===== src/rtl/uart_frame_serializer_if.sv =====
// uart_frame_serializer_if
//   Groups the converter-side request/data bundle and the serializer status
//   lines so the serializer can be connected with a single port.
//   master : digit converter side (drives request + data, reads status)
//   slave  : serializer side (reads request + data, drives line + status)
//   txTransmit  level request, frame starts on its 0->1 transition
//   result      detection flag
//   imgID       image index 0..7
//   acc_bcd     accuracy {h,t,u}
//   bb1_bcd     {x1 h,t,u, y1 h,t,u}
//   bb2_bcd     {x2 h,t,u, y2 h,t,u}
//   txOut       serial line, idles high
//   txDone      frame complete while txTransmit still high
//   busy        frame in progress
interface uart_frame_serializer_if;
    logic        txTransmit;
    logic        result;
    logic [2:0]  imgID;
    logic [11:0] acc_bcd;
    logic [23:0] bb1_bcd;
    logic [23:0] bb2_bcd;
    logic        txOut;
    logic        txDone;
    logic        busy;

    modport master (
        output txTransmit, result, imgID, acc_bcd, bb1_bcd, bb2_bcd,
        input  txOut, txDone, busy
    );

    modport slave (
        input  txTransmit, result, imgID, acc_bcd, bb1_bcd, bb2_bcd,
        output txOut, txDone, busy
    );
endinterface


===== src/rtl/uart_frame_serializer.sv =====
// uart_frame_serializer
//   Turns one detection result (flag, image ID, BCD accuracy and two bounding
//   box corners) into a 25-byte ASCII line "r,i,aaa,xxx,yyy,xxx,yyy\r\n" and
//   shifts it out as back-to-back UART characters (8N1, LSB first).
//   Ports:
//     clock  system clock, rising edge
//     reset  synchronous active-low reset
//     bus    uart_frame_serializer_if.slave (request, data, line, status)
//   Parameter CLKS_PER_BIT: clock cycles per UART bit (>= 2).
//   Optional macro UART_PARITY_EN: adds an even-parity bit after the data
//   bits (8E1 framing, 11 bits per character).
module uart_frame_serializer #(
    parameter int CLKS_PER_BIT = 868
) (
    input  logic                     clock,
    input  logic                     reset,
    uart_frame_serializer_if.slave   bus
);
    localparam int CNT_W = $clog2(CLKS_PER_BIT);
    localparam logic [CNT_W-1:0] BAUD_MAX = CNT_W'(CLKS_PER_BIT - 1);
    localparam logic [4:0] LAST_BYTE = 5'd24;

    typedef enum logic [2:0] {
        IDLE, LOAD, START, DATA, STOP, DONE
`ifdef UART_PARITY_EN
        , PARITY
`endif
    } state_t;

    state_t      state_q, state_d;
    logic [CNT_W-1:0] baud_q, baud_d;
    logic [2:0]  bit_q, bit_d;
    logic [4:0]  byte_q, byte_d;
    logic [7:0]  shift_q, shift_d;
    logic        tx_prev_q, tx_prev_d;
    logic        res_q, res_d;
    logic [2:0]  img_q, img_d;
    logic [11:0] acc_q, acc_d;
    logic [23:0] bb1_q, bb1_d;
    logic [23:0] bb2_q, bb2_d;
    logic        txout_q, txout_d;
    logic        txdone_q, txdone_d;
    logic        busy_q, busy_d;
`ifdef UART_PARITY_EN
    logic        par_q, par_d;
`endif

    logic        baud_wrap;
    logic [4:0]  nxt_idx;
    logic [7:0]  nxt_byte;

    function automatic logic [7:0] digit(input logic [3:0] d);
        return (d > 4'd9) ? 8'h3F : {4'h3, d};
    endfunction

    // Byte idx of the frame, built from the captured snapshot.
    function automatic logic [7:0] frame_byte(input logic [4:0] idx);
        logic [7:0] b;
        case (idx)
            5'd0:    b = {7'b0011000, res_q};
            5'd2:    b = {5'b00110, img_q};
            5'd4:    b = digit(acc_q[11:8]);
            5'd5:    b = digit(acc_q[7:4]);
            5'd6:    b = digit(acc_q[3:0]);
            5'd8:    b = digit(bb1_q[23:20]);
            5'd9:    b = digit(bb1_q[19:16]);
            5'd10:   b = digit(bb1_q[15:12]);
            5'd12:   b = digit(bb1_q[11:8]);
            5'd13:   b = digit(bb1_q[7:4]);
            5'd14:   b = digit(bb1_q[3:0]);
            5'd16:   b = digit(bb2_q[23:20]);
            5'd17:   b = digit(bb2_q[19:16]);
            5'd18:   b = digit(bb2_q[15:12]);
            5'd20:   b = digit(bb2_q[11:8]);
            5'd21:   b = digit(bb2_q[7:4]);
            5'd22:   b = digit(bb2_q[3:0]);
            5'd23:   b = 8'h0D;
            5'd24:   b = 8'h0A;
            default: b = 8'h2C;  // separators at 1,3,7,11,15,19
        endcase
        return b;
    endfunction

    always_comb begin
        state_d   = state_q;
        baud_d    = baud_q;
        bit_d     = bit_q;
        byte_d    = byte_q;
        shift_d   = shift_q;
        tx_prev_d = bus.txTransmit;
        res_d     = res_q;
        img_d     = img_q;
        acc_d     = acc_q;
        bb1_d     = bb1_q;
        bb2_d     = bb2_q;
`ifdef UART_PARITY_EN
        par_d     = par_q;
`endif
        baud_wrap = (baud_q == BAUD_MAX);
        // LOAD fetches byte 0; STOP prefetches the following byte.
        nxt_idx   = (state_q == LOAD) ? byte_q : 5'(byte_q + 5'd1);
        nxt_byte  = frame_byte(nxt_idx);

        case (state_q)
            IDLE: begin
                if (bus.txTransmit && !tx_prev_q) begin
                    res_d   = bus.result;
                    img_d   = bus.imgID;
                    acc_d   = bus.acc_bcd;
                    bb1_d   = bus.bb1_bcd;
                    bb2_d   = bus.bb2_bcd;
                    byte_d  = '0;
                    state_d = LOAD;
                end
            end
            LOAD: begin
                shift_d = nxt_byte;
`ifdef UART_PARITY_EN
                par_d   = ^nxt_byte;
`endif
                bit_d   = '0;
                baud_d  = '0;
                state_d = START;
            end
            START: begin
                if (baud_wrap) begin
                    baud_d  = '0;
                    state_d = DATA;
                end else begin
                    baud_d = baud_q + 1'b1;
                end
            end
            DATA: begin
                if (baud_wrap) begin
                    baud_d  = '0;
                    shift_d = {1'b0, shift_q[7:1]};
                    if (bit_q == 3'd7) begin
`ifdef UART_PARITY_EN
                        state_d = PARITY;
`else
                        state_d = STOP;
`endif
                    end else begin
                        bit_d = bit_q + 3'd1;
                    end
                end else begin
                    baud_d = baud_q + 1'b1;
                end
            end
`ifdef UART_PARITY_EN
            PARITY: begin
                if (baud_wrap) begin
                    baud_d  = '0;
                    state_d = STOP;
                end else begin
                    baud_d = baud_q + 1'b1;
                end
            end
`endif
            STOP: begin
                if (baud_wrap) begin
                    baud_d = '0;
                    if (byte_q < LAST_BYTE) begin
                        byte_d  = nxt_idx;
                        shift_d = nxt_byte;
`ifdef UART_PARITY_EN
                        par_d   = ^nxt_byte;
`endif
                        bit_d   = '0;
                        state_d = START;
                    end else begin
                        state_d = DONE;
                    end
                end else begin
                    baud_d = baud_q + 1'b1;
                end
            end
            DONE: begin
                if (!bus.txTransmit) state_d = IDLE;
            end
            default: state_d = IDLE;
        endcase

        // Outputs are registered from the current state, so the line lags
        // the state by one cycle; every bit still spans CLKS_PER_BIT cycles.
        txout_d = 1'b1;
        case (state_q)
            START:   txout_d = 1'b0;
            DATA:    txout_d = shift_q[0];
`ifdef UART_PARITY_EN
            PARITY:  txout_d = par_q;
`endif
            default: txout_d = 1'b1;
        endcase
        txdone_d = (state_q == DONE);
        busy_d   = (state_q != IDLE) && (state_q != DONE);
    end

    always_ff @(posedge clock) begin
        if (!reset) begin
            state_q   <= IDLE;
            baud_q    <= '0;
            bit_q     <= '0;
            byte_q    <= '0;
            shift_q   <= '0;
            tx_prev_q <= 1'b0;
            res_q     <= 1'b0;
            img_q     <= '0;
            acc_q     <= '0;
            bb1_q     <= '0;
            bb2_q     <= '0;
            txout_q   <= 1'b1;
            txdone_q  <= 1'b0;
            busy_q    <= 1'b0;
`ifdef UART_PARITY_EN
            par_q     <= 1'b0;
`endif
        end else begin
            state_q   <= state_d;
            baud_q    <= baud_d;
            bit_q     <= bit_d;
            byte_q    <= byte_d;
            shift_q   <= shift_d;
            tx_prev_q <= tx_prev_d;
            res_q     <= res_d;
            img_q     <= img_d;
            acc_q     <= acc_d;
            bb1_q     <= bb1_d;
            bb2_q     <= bb2_d;
            txout_q   <= txout_d;
            txdone_q  <= txdone_d;
            busy_q    <= busy_d;
`ifdef UART_PARITY_EN
            par_q     <= par_d;
`endif
        end
    end

    assign bus.txOut  = txout_q;
    assign bus.txDone = txdone_q;
    assign bus.busy   = busy_q;
endmodule


===== src/flat_wrapper.sv =====
// flat-port wrapper written by rule: the top's interface ports become plain ports
module uart_frame_serializer_flat 
#(
    parameter int CLKS_PER_BIT = 868
)
  (clock, reset, bus_txTransmit, bus_result, bus_imgID, bus_acc_bcd, bus_bb1_bcd, bus_bb2_bcd, bus_txOut, bus_txDone, bus_busy);
  uart_frame_serializer_if bus_i ();
  input  logic clock;
  input  logic reset;
  input wire logic [$bits(bus_i.txTransmit)-1:0] bus_txTransmit;
  input wire logic [$bits(bus_i.result)-1:0] bus_result;
  input wire logic [$bits(bus_i.imgID)-1:0] bus_imgID;
  input wire logic [$bits(bus_i.acc_bcd)-1:0] bus_acc_bcd;
  input wire logic [$bits(bus_i.bb1_bcd)-1:0] bus_bb1_bcd;
  input wire logic [$bits(bus_i.bb2_bcd)-1:0] bus_bb2_bcd;
  output wire logic [$bits(bus_i.txOut)-1:0] bus_txOut;
  output wire logic [$bits(bus_i.txDone)-1:0] bus_txDone;
  output wire logic [$bits(bus_i.busy)-1:0] bus_busy;
  assign bus_i.txTransmit = bus_txTransmit;
  assign bus_i.result = bus_result;
  assign bus_i.imgID = bus_imgID;
  assign bus_i.acc_bcd = bus_acc_bcd;
  assign bus_i.bb1_bcd = bus_bb1_bcd;
  assign bus_i.bb2_bcd = bus_bb2_bcd;
  assign bus_txOut = bus_i.txOut;
  assign bus_txDone = bus_i.txDone;
  assign bus_busy = bus_i.busy;
  uart_frame_serializer #(.CLKS_PER_BIT(CLKS_PER_BIT)) u_core (.clock(clock), .reset(reset), .bus(bus_i));
endmodule

===== config.mk =====
export PLATFORM = sky130hd
export DESIGN_NAME = uart_frame_serializer_flat
export DESIGN_NICKNAME = d
export VERILOG_FILES = /design/src/rtl/uart_frame_serializer_if.sv /design/src/rtl/uart_frame_serializer.sv /design/src/flat_wrapper.sv
export SDC_FILE = /design/constraint.sdc
export NUM_CORES = 1
export LEC_CHECK = 0
export ABC_AREA = 1
export BUFFER_PORTS_ARGS = -buffer_cell sky130_fd_sc_hd__buf_4
export CAP_MARGIN = 40
export CORE_MARGIN = 10
export CORE_UTILIZATION = 35
export CTS_CLUSTER_SIZE = 8
export DETAILED_ROUTE_END_ITERATION = 8
export SLEW_MARGIN = 10
export SYNTH_ARGS = -nofsm -noshare
export SYNTH_HDL_FRONTEND = slang
export SYNTH_SLANG_ARGS = --single-unit

===== constraint.sdc =====
create_clock -name clock -period 2.6 [get_ports clock]
set_input_delay 0.26 -clock clock [delete_from_list [all_inputs] [get_ports clock]]
set_output_delay 0.26 -clock clock [all_outputs]
set_load 0.02 [all_outputs]

# Word level (Yosys, flattened, before mapping)
# Cells that the tools add are included.
[op_classes]
n_addsub = 3
multipliers = 0
div_mod_pow = 0
order_cmp = 16
n_eq_ne = 34
shifts = 0
mux = 41
bitwise = 0
reduce_logical = 15
[ops]
columns = ["operator", "n"]
rows = [
  ["8-bit one-hot mux with 19 select lines", 1],
  ["4-bit greater-than comparator, second input constant", 15],
  ["4-bit two-way mux", 15],
  ["5-bit == test, second input constant", 8],
  ["3-bit two-way mux", 11],
  ["5-bit by 4-bit == test with 1-bit output, second input constant", 6],
  ["8-bit two-way mux", 3],
  ["8-bit one-hot mux with 3 select lines", 1],
  ["5-bit two-way mux", 4],
  ["10-bit one-hot mux with 2 select lines", 1],
  ["3-bit one-hot mux with 6 select lines", 1],
  ["5-bit by 3-bit == test with 1-bit output, second input constant", 3],
  ["2-bit by 1-bit inequality test with 1-bit output, second input constant", 6],
  ["10-bit by 1-bit adder with 10-bit output, second input constant", 1],
  ["10-bit == test, second input constant", 1],
  ["10-bit two-way mux", 1],
  ["5-bit one-hot mux with 2 select lines", 1],
  ["3-bit == test, second input constant", 3],
  ["3-bit one-hot mux with 3 select lines", 1],
  ["4-bit AND reduction", 2],
  ["3-bit by 2-bit == test with 1-bit output, second input constant", 2],
  ["6-bit AND reduction", 1],
  ["3-bit nonzero test", 2],
  ["5-bit by 1-bit adder with 5-bit output, second input constant", 1],
  ["15 further kinds", 18],
]
[totals]
ff_bits = 97
latch_bits = 0
mem_bits_rw = 0
mem_bits_ro = 0
word_cells = 123
memories = 0

# Depth between registers and ports, before layout
# Gate-level depths: netlist of run 1.
[depth]
depth_word = 7
mapped_depth = 19
mapped_depth_nobuf = 19

# Least setup slack after synthesis of run 1
# Ideal clock, no wire load.
[synth_timing]
path_type = "flip-flop to flip-flop"
startpoint = "reg u_core.byte_q[0]"
endpoint = "reg u_core.shift_q[2]"
t_arrival_ps = 1723
required_time_ps = 2481
setup_slack_ps = 758
stages_incl_launch_ff = 18
path_buffers = 1
synth_period_minus_slack_ps = 1842
path_cell_list = "dfxtp_1 -> ha_1 -> inv_1 -> nor2_1 -> nand3_1 -> nand2_2 -> buf_6 -> nand2_2 -> nor2_2 -> nor2_2 -> nand2_1 -> nor2_1 -> nand2_1 -> nand2_2 -> nand2_1 -> nand2_1 -> nand2_1 -> a21oi_1"
[synth_via]
elab_chain_cells = 7
word_cells_on_any_way = 28
classes_between = "add/sub (1); order compare (1); eq/ne (19); mux (5); reduce/logical (2)"
[synth_lines]
columns = ["element", "line_no", "text"]
rows = [
  ["start, declared", "uart_frame_serializer.sv:33", "logic [4:0] byte_q, byte_d;"],
  ["start signal, assigned", "uart_frame_serializer.sv:222", "byte_q <= byte_d;"],
  ["5-bit by 1-bit adder with 5-bit output", "uart_frame_serializer.sv:101", "nxt_idx = (state_q == LOAD) ? byte_q : 5'(byte_q + 5'd1);"],
  ["5-bit two-way mux", "uart_frame_serializer.sv:101", ""],
  ["5-bit == test, or another cell as far along", "uart_frame_serializer.sv:59", "case (idx)"],
  ["8-bit one-hot mux with 19 select lines", "uart_frame_serializer.sv:59", ""],
  ["8-bit two-way mux", "uart_frame_serializer.sv:163", "if (byte_q < LAST_BYTE) begin"],
  ["8-bit two-way mux", "uart_frame_serializer.sv:161", "if (baud_wrap) begin"],
  ["8-bit one-hot mux with 3 select lines", "uart_frame_serializer.sv:104", "case (state_q)"],
  ["end signal, assigned", "uart_frame_serializer.sv:223", "shift_q <= shift_d;"],
  ["end, declared", "uart_frame_serializer.sv:34", "logic [7:0] shift_q, shift_d;"],
]
# Several ways; a longest one is shown, not always the timed one. The select of a mux whose other input is x is not followed.
# A chain may end at the register's enable or synchronous reset.

# Worst setup path in the final report of run 1
[layout_timing]
startpoint = "reg u_core.byte_q[0]"
endpoint = "reg u_core.shift_q[3]"
# Same word-level chain as after synthesis.

==> summary.md, run 1 <==
| Metric | Value |
|---|---|
| Slew @ Worst Pin | `0.524 ns` |
| Endpoints failing setup | `0` |
| Path depth of the worst reg2reg path | `16` |
| Synth top area share | `39.6%` |
| Synth cell count leaders | `nor2_1 (133), nand2_1 (119), o21ai_0 (107), dfxtp_1 (95), a21oi_1 (70)` |
| DR WL/cell | `13.8 um` |
| Clk slew on worst S/H paths | `~0.060 ns` |
| Core footprint | `13300 um2` |
| Crit path required time | `between 2 and 3 ns` |
| Crit path time final | `~2.3 ns` |
| Die Y | `137 um` |
| Worst relative slew slack | `roughly 65%` |
| CTS Root Cell | `clkbuf_16` |
| Total Wirelength | `around 13000 um` |
| Synth Warn # | `0` |
| Class of the most critical setup path | `flop to flop` |
| Max_cap viols | `0` |
| Placer congestion estimate | `around 0.94` |
| Remaining antenna violation count | `0` |
| Clock Tree Buf Depth | `2` |
| Worst hold margin | `~0.098 ns` |
| Comb pwr share | `between 20% and 30%` |
| Clock latency on the worst-skew pair | `between 0.3 and 0.4 ns` |
| Most frequent cell after synthesis | `nor2_1` |
| EDFF count, synth | `0` |
| I/O Buffers | `a little under 70` |
| Clk pwr share | `a little under a third` |
| First-pass GRT wire length | `about 22000 um` |
| Initial Util | `between 30% and 40%` |
| Sw Ratio | `around a third` |
| Crit path from | `u_core.byte_q[0]$_SDFFE_PN0P_` |
| Net switching power | `approximately 1.7 mW` |
| Mapped cell area | `4800 um2` |
| R2R Path Start | `u_core.byte_q[0]$_SDFFE_PN0P_` |
| Post-synthesis register bit count | `95` |
| Share of cells above drive strength 1 | `15.6%` |
| WP data arrival | `2.52 ns` |
| Worst r2r dst | `u_core.shift_q[3]$_SDFFE_PN0P_` |
| Initial antenna violation count | `0` |
| Clock skew | `between 0.005 and 0.006 ns` |
| TritonCTS clock tree | `built` |
| Int Pwr | `3.20 mW` |
| Top_reg_cell synth | `dfxtp_1` |
| Clock sinks | `95` |
| P_leak | `about 2.5 nW` |
| Status | `finished clean` |
| Drt first pass iters | `5` |
| Synthesis-to-finish area growth | `21.5%` |
| Via count | `roughly 4.7k` |
| Num CTS Buffers | `9` |
| Fin nets | `about 860` |
| DP Wirelength | `just over 10000 um` |
| Syn avg cell area | `6.63 um2` |
| Die width | `137 um` |
| Core Rows | `42` |
| Cells after synthesis | `approximately 720` |
| Grt total ovfl | `0` |
| Gr usage total | `between 10% and 20%` |
| Synth area leaders | `dfxtp_1 (40%), o21ai_0 (11%), nor2_1 (10%)` |
| Die area | `approximately 19000 um2` |
| R2R setup slack | `about 0.30 ns` |
| Max Clk Rate | `about 440 MHz` |
| Tot Pwr | `between 4 and 5 mW` |
| Seq/Total Area, Yosys | `39.6%` |
| # DRC | `0` |
| P per Cell Area | `~840 nW/um2` |
| Hold buffer count at CTS | `0` |
| Hold_sp | `bus_txTransmit` |
| Startpoint types | `flop` |
| Cell taking the most area after synthesis | `dfxtp_1` |
| Post-Route Setup TNS | `0 ns` |
| Max FO, Critical Path | `12` |
| Final worst-path cycle share | `approximately 90%` |
| Hold Vio Cnt, Final | `0` |
| Unique masters post-synth | `36` |
| Largest net degree at the start of global routing | `just over 50` |
| Max Slew Vio Count | `0` |
| Asr flop ratio synth | `0%` |
| Worst setup path end | `u_core.shift_q[3]$_SDFFE_PN0P_` |
| Vias in the first global route | `4587` |
| Peak supply drop | `approximately 0.00037 V` |
| N_diodes | `0` |
| Reg power frac | `~40%` |
| Mapped Nets | `about 790` |
| # H-tree levels | `3` |
| Hold WC Path Type | `input pin to flop` |
| Initial DRC Count | `280` |
| Vias/cell | `approximately 5` |
| CP Capture Type | `flop` |
| IO Count | `70` |
==> layer usage <==
metal	GRT usage, %	wire length [um]
met5	0	0
met1	18.4	6320
met4	3.51	136
met2	24.3	6180
met3	4.88	709
==> stage by stage <==
step	instances	instance area (um2)	setup slack (ns)	util, %
5_1_grt	966	5830	-0.00454	43.7
4_1_cts	966	5820	0.256	43.6
3_3_place_gp	950	5480	0.281	41.0
3_5_place_dp	950	5480	0.264	41.0
6_report	966	5830	0.302	43.7
2_1_floorplan	723	4800	0.758	-
==> state kept, by name, indices dropped and copies added (netlist names), 3 cells and up <==
signal          cells
u_core.baud_q      10
u_core.bb2_q       24
u_core.shift_q      6
u_core.acc_q       12
u_core.byte_q       5
u_core.state_q      3
u_core.bb1_q       24
u_core.bit_q        3
u_core.img_q        3
==> layout by cell type (no fill, tap or decap), drive strengths merged <==
master,Yosys,final
buf,3,76
xnor2,1,1
nand3b,3,3
nand4,4,4
dfxtp,95,95
bufinv,0,3
o311ai,1,1
o22ai,1,1
a22oi,1,1
nand2,127,127
a221oi,1,1
nor2,143,143
o211ai,4,4
nor4,1,1
inv,73,74
a21oi,70,70
a31oi,1,1
a211oi,5,5
o221ai,1,1
clkinvlp,0,1
clkbuf,22,9
o21a,5,5
clkinv,1,3
o21ai,111,111
ha,4,4
nand3,32,32
nor3,13,13
==> what timing repair did <==
item,4_1_cts,5_1_grt
setup buffers,0,0
gates resized for setup,0,2
setup endpoints to repair,0,4
==> worst max-delay path: stages (launching register included) <==
cell     delay (ns)
dfxtp_1        0.42
ha_1           0.20
inv_1          0.06
nor2_1         0.13
nand3_1        0.14
nand2_4        0.21
nand2_1        0.19
nor2_1         0.26
nor2_1         0.08
nand2_1        0.08
nor2_1         0.04
nand2_1        0.08
nand2_2        0.06
nand2_1        0.07
nand2_1        0.05
nand2_1        0.06
a21oi_1        0.05
==> worst min-delay path by stage <==
stage	cells past startpoint	end	slack [ns]
after floorplan	2	u_core.tx_prev_q$_SDFF_PN0_	0.35
after global placement	3	u_core.tx_prev_q$_SDFF_PN0_	0.45
after detailed placement	3	u_core.tx_prev_q$_SDFF_PN0_	0.45
after CTS	3	u_core.tx_prev_q$_SDFF_PN0_	0.09
after global routing	3	u_core.tx_prev_q$_SDFF_PN0_	0.08
final	3	u_core.tx_prev_q$_SDFF_PN0_	0.1
==> cell type report <==
type                            instances  area, um2
Sequential cell                        95       1900
Multi-Input combinational cell        529       2510
Clock buffer                            9        225
Timing Repair Buffer                   76        571
Inverter                               74        283
Tap cell                              176        220
Fill cell                            1452       7520
Clock inverter                          7        119
==> cells by family after synthesis <==
| kind of cell | share of synthesized area [%] |
|---|---|
| AO/OA/AOI/OAI | 22.0 |
| adder cells (fa/ha/maj) | 1.04 |
| flip-flops | 39.6 |
| buffers and inverters | 8.24 |
| AND/OR/NAND/NOR | 28.8 |
| XOR/XNOR | 0.183 |
==> power groups by stage <==
stage | clock, mW | combinational, mW | sequential (mW)
CTS | 1.55 | 1.40 | 2.00
finish | 1.51 | 1.39 | 2.00
global placement | 0 | 1.39 | 2.02
detailed placement | 0 | 1.39 | 2.03
floorplan | 0 | 1.01 | 1.96
global route | 1.62 | 1.61 | 2.04
Power figures use the tool's default switching activity.
==> run 2, diff against run 1 <==
--- a/config.mk
+++ b/config.mk
@@ -6,7 +6,7 @@
 export NUM_CORES = 1
 export LEC_CHECK = 0
 export ABC_AREA = 1
-export BUFFER_PORTS_ARGS = -buffer_cell sky130_fd_sc_hd__buf_4
+export BUFFER_PORTS_ARGS = -buffer_cell sky130_fd_sc_hd__buf_2
 export CAP_MARGIN = 40
 export CORE_MARGIN = 10
 export CORE_UTILIZATION = 35
@@ -16,3 +16,4 @@
 export SYNTH_ARGS = -nofsm -noshare
 export SYNTH_HDL_FRONTEND = slang
 export SYNTH_SLANG_ARGS = --single-unit
+export TNS_END_PERCENT = 50
==> run 2 against run 1 <==
  * Global-route usage decreased by 0.51 points
  * Die area unchanged
  * Critical path depth decreased by 3
  * Maximum frequency decreased by 1.7%
  * Final cell count unchanged
  * Largest cell class unchanged
  * Worst setup slack got worse by 0.039 ns
  * Power decreased by 2.7%
  * First-iteration DRC count decreased by 18%
==> summary.md, run 2 (synthesis gave the netlist of run 1 again) <==
| Metric | Value |
|---|---|
| Crit path from | `u_core.byte_q[0]$_SDFFE_PN0P_` |
| Peak supply drop | `0.000391 V (+6.2%)` |
| Crit path largest cell delay | `0.41 ns (about the same)` |
| Core Rows | `42 (unchanged)` |
| Max Slew Vio Count | `0 (unchanged)` |
| Die area | `18800 um2 (unchanged)` |
| Vias/cell | `4.78 (-1.9%)` |
| Clock latency on the worst-skew pair | `0.35 ns (about the same)` |
| Fin nets | `856 (unchanged)` |
| Biggest regs | `u_core.bb1_q (24), u_core.bb2_q (24), u_core.acc_q (12)` |
| Hold WC Path Type | `input pin to flop` |
| Path depth of the worst reg2reg path | `13 (-3)` |
| PostCTS Resize Cnt | `0 (unchanged)` |
| Die width | `137 um (unchanged)` |
| Initial DRC Count | `229 (-18%)` |
| Clock sinks | `95 (unchanged)` |
| Critical-path top delay cell | `dfxtp_1` |
| Fill cells | `1465 (+0.90%)` |
| I/O Buffers | `69 (unchanged)` |
| Num CTS Buffers | `9 (unchanged)` |
| Status | `finished clean` |
| TritonCTS clock tree | `built` |
| Endpoints failing setup | `0 (unchanged)` |
| CP Capture Type | `flop` |
| Gr usage total | `14.3% (-0.51 points)` |
| Fin util | `42.2% (-1.5 points)` |
| Clk slew on worst S/H paths | `0.07 ns (about the same)` |
| Pre-CTS setup slack | `0.254 ns (-0.0101 ns)` |
| DR WL/cell | `13.6 um (-1.4%)` |
| Initial Util | `35.9% (unchanged)` |
| # DRC | `0 (unchanged)` |
| CP Cell Sequence | `ha_1 > inv_1 > nor2_1 > nand3_1 > nand2_4 > nand2_1 > nor2_1 > o21ai_0 > nand2_1 > nor2_1 > nand2_1 > o21ai_0 > a21oi_1` |
| Startpoint types | `flop` |
| Synthesis-to-finish area growth | `17.4%` |
| Clock Tree Buf Depth | `2 (unchanged)` |
| Worst relative slew slack | `62.7% (-2.2 points)` |
| Crit path required time | `2.88 ns (+0.06 ns)` |
| Max FO, Critical Path | `12 (unchanged)` |
| Drt first pass iters | `5 (unchanged)` |
| Share of cells above drive strength 1 | `15.4% (-0.13 points)` |
| Footprint of the multi-input gates | `2510 um2 (-0.10%)` |
| Max_cap viols | `0 (unchanged)` |
| Crit path time final | `2.34 ns (+0.0394 ns)` |
| Worst r2r dst | `u_core.shift_q[1]$_SDFFE_PN0P_` |
| Via count | `4618 (-1.9%)` |
| Total Wirelength | `13200 um (-1.4%)` |
| Placed Cells | `950 (unchanged)` |
| Most frequent cells in the layout | `nor2_1 (133), nand2_1 (118), o21ai_0 (107), dfxtp_1 (95), a21oi_1 (70)` |
| P_leak | `2.39 nW (-2.9%)` |
| CTS Root Cell | `clkbuf_16` |
| Final worst-path cycle share | `89.9% (+1.5 points)` |
| RSZ-0062 raised after global routing | `no` |
| R2R Path Start | `u_core.byte_q[0]$_SDFFE_PN0P_` |
| First-pass GRT wire length | `21700 um (-2.6%)` |
| DP Wirelength | `10200 um (-0.71%)` |
| Post-Route Setup TNS | `0 ns (unchanged)` |
| Slew @ Worst Pin | `0.560 ns (+0.0361 ns)` |
| Flip-flop and latch area | `1900 um2 (unchanged)` |
| Final Non-Filler Cells | `966 (unchanged)` |
| Placer congestion estimate | `0.918 (-2.0%)` |
| Commonest non-fill, non-tap cell in the layout | `nor2_1` |
| Vias in the first global route | `4513 (-1.6%)` |
| Clock skew | `0.00471 ns (-0.00109 ns)` |
| Final worst slack | `0.262 ns (-0.0394 ns)` |
| Class of the most critical setup path | `flop to flop` |
| Post-CTS Setup Repair Bufs | `0 (unchanged)` |
| Core footprint | `13300 um2 (unchanged)` |
| R2R setup slack | `0.26 ns (-0.04 ns)` |
| Initial antenna violation count | `0 (unchanged)` |
| Worst setup path end | `u_core.shift_q[1]$_SDFFE_PN0P_` |
| Largest net degree at the start of global routing | `54 (+5.9%)` |
| Max Clk Rate | `428 MHz (-1.7%)` |
| P per Cell Area | `846 nW/um2 (+0.69%)` |
| WP data arrival | `2.61 ns (+0.09 ns)` |
| # H-tree levels | `3 (unchanged)` |
| Remaining antenna violation count | `0 (unchanged)` |
| Hold Vio Cnt, Final | `0 (unchanged)` |
| Hold buffer count at CTS | `0 (unchanged)` |
| Grt total ovfl | `0 (unchanged)` |
| Die Y | `137 um (unchanged)` |
| IO Count | `70 (unchanged)` |
| N_diodes | `0 (unchanged)` |
-- run 2: worst min path at each step --
stage,startpoint,end,slack [ns],depth (start not counted)
2_1_floorplan,bus_txTransmit,u_core.tx_prev_q$_SDFF_PN0_,0.35,2
3_3_place_gp,u_core.bb2_q[16]$_SDFFE_PN0P_,u_core.bb2_q[16]$_SDFFE_PN0P_,0.45,2
3_5_place_dp,u_core.bit_q[1]$_SDFFE_PN0P_,u_core.bit_q[1]$_SDFFE_PN0P_,0.46,2
4_1_cts,bus_txTransmit,u_core.tx_prev_q$_SDFF_PN0_,0.10,3
5_1_grt,bus_txTransmit,u_core.tx_prev_q$_SDFF_PN0_,0.15,3
6_report,bus_txTransmit,u_core.tx_prev_q$_SDFF_PN0_,0.12,3
-- run 2: per-stage QoR --
step           power, mW  cell area, um2  hold slack, ns
3_5_place_dp        3.38            5310           0.460
2_1_floorplan       2.97            4800           0.353
5_1_grt             5.12            5630           0.149
3_3_place_gp        3.37            5310           0.451
4_1_cts             4.81            5630           0.105
6_report            4.76            5630           0.117
-- run 2: area by class of cell --
cell class                      instances  share of cell area, %
Multi-Input combinational cell        529                   44.5
Clock buffer                            9                   4.00
Tap cell                              176                   3.91
Clock inverter                          7                   1.69
Inverter                               74                   5.02
Sequential cell                        95                   33.8
Timing Repair Buffer                   76                   7.07
-- run 2: layer usage --
metal	vias to the layer above	routed length (um)	global-route usage [%]
li1	2496	-	-
met1	2047	6360	18.0
met2	70	6150	23.8
met3	5	553	4.33
met4	0	97	2.81
met5	-	0	0
-- run 2: where the power goes --
group / internal (mW) / switching, mW
combinational: 0.432 / 0.917
clock: 0.844 / 0.577
sequential: 1.79 / 0.203
-- run 2: worst max-delay path, delay by kind of cell (launching register included) --
kind            cells  cell delay (ns)
compound gates      3             0.43
fa+ha+maj           1             0.20
buf+inv             1             0.06
flops               1             0.41
simple gates        8             1.16
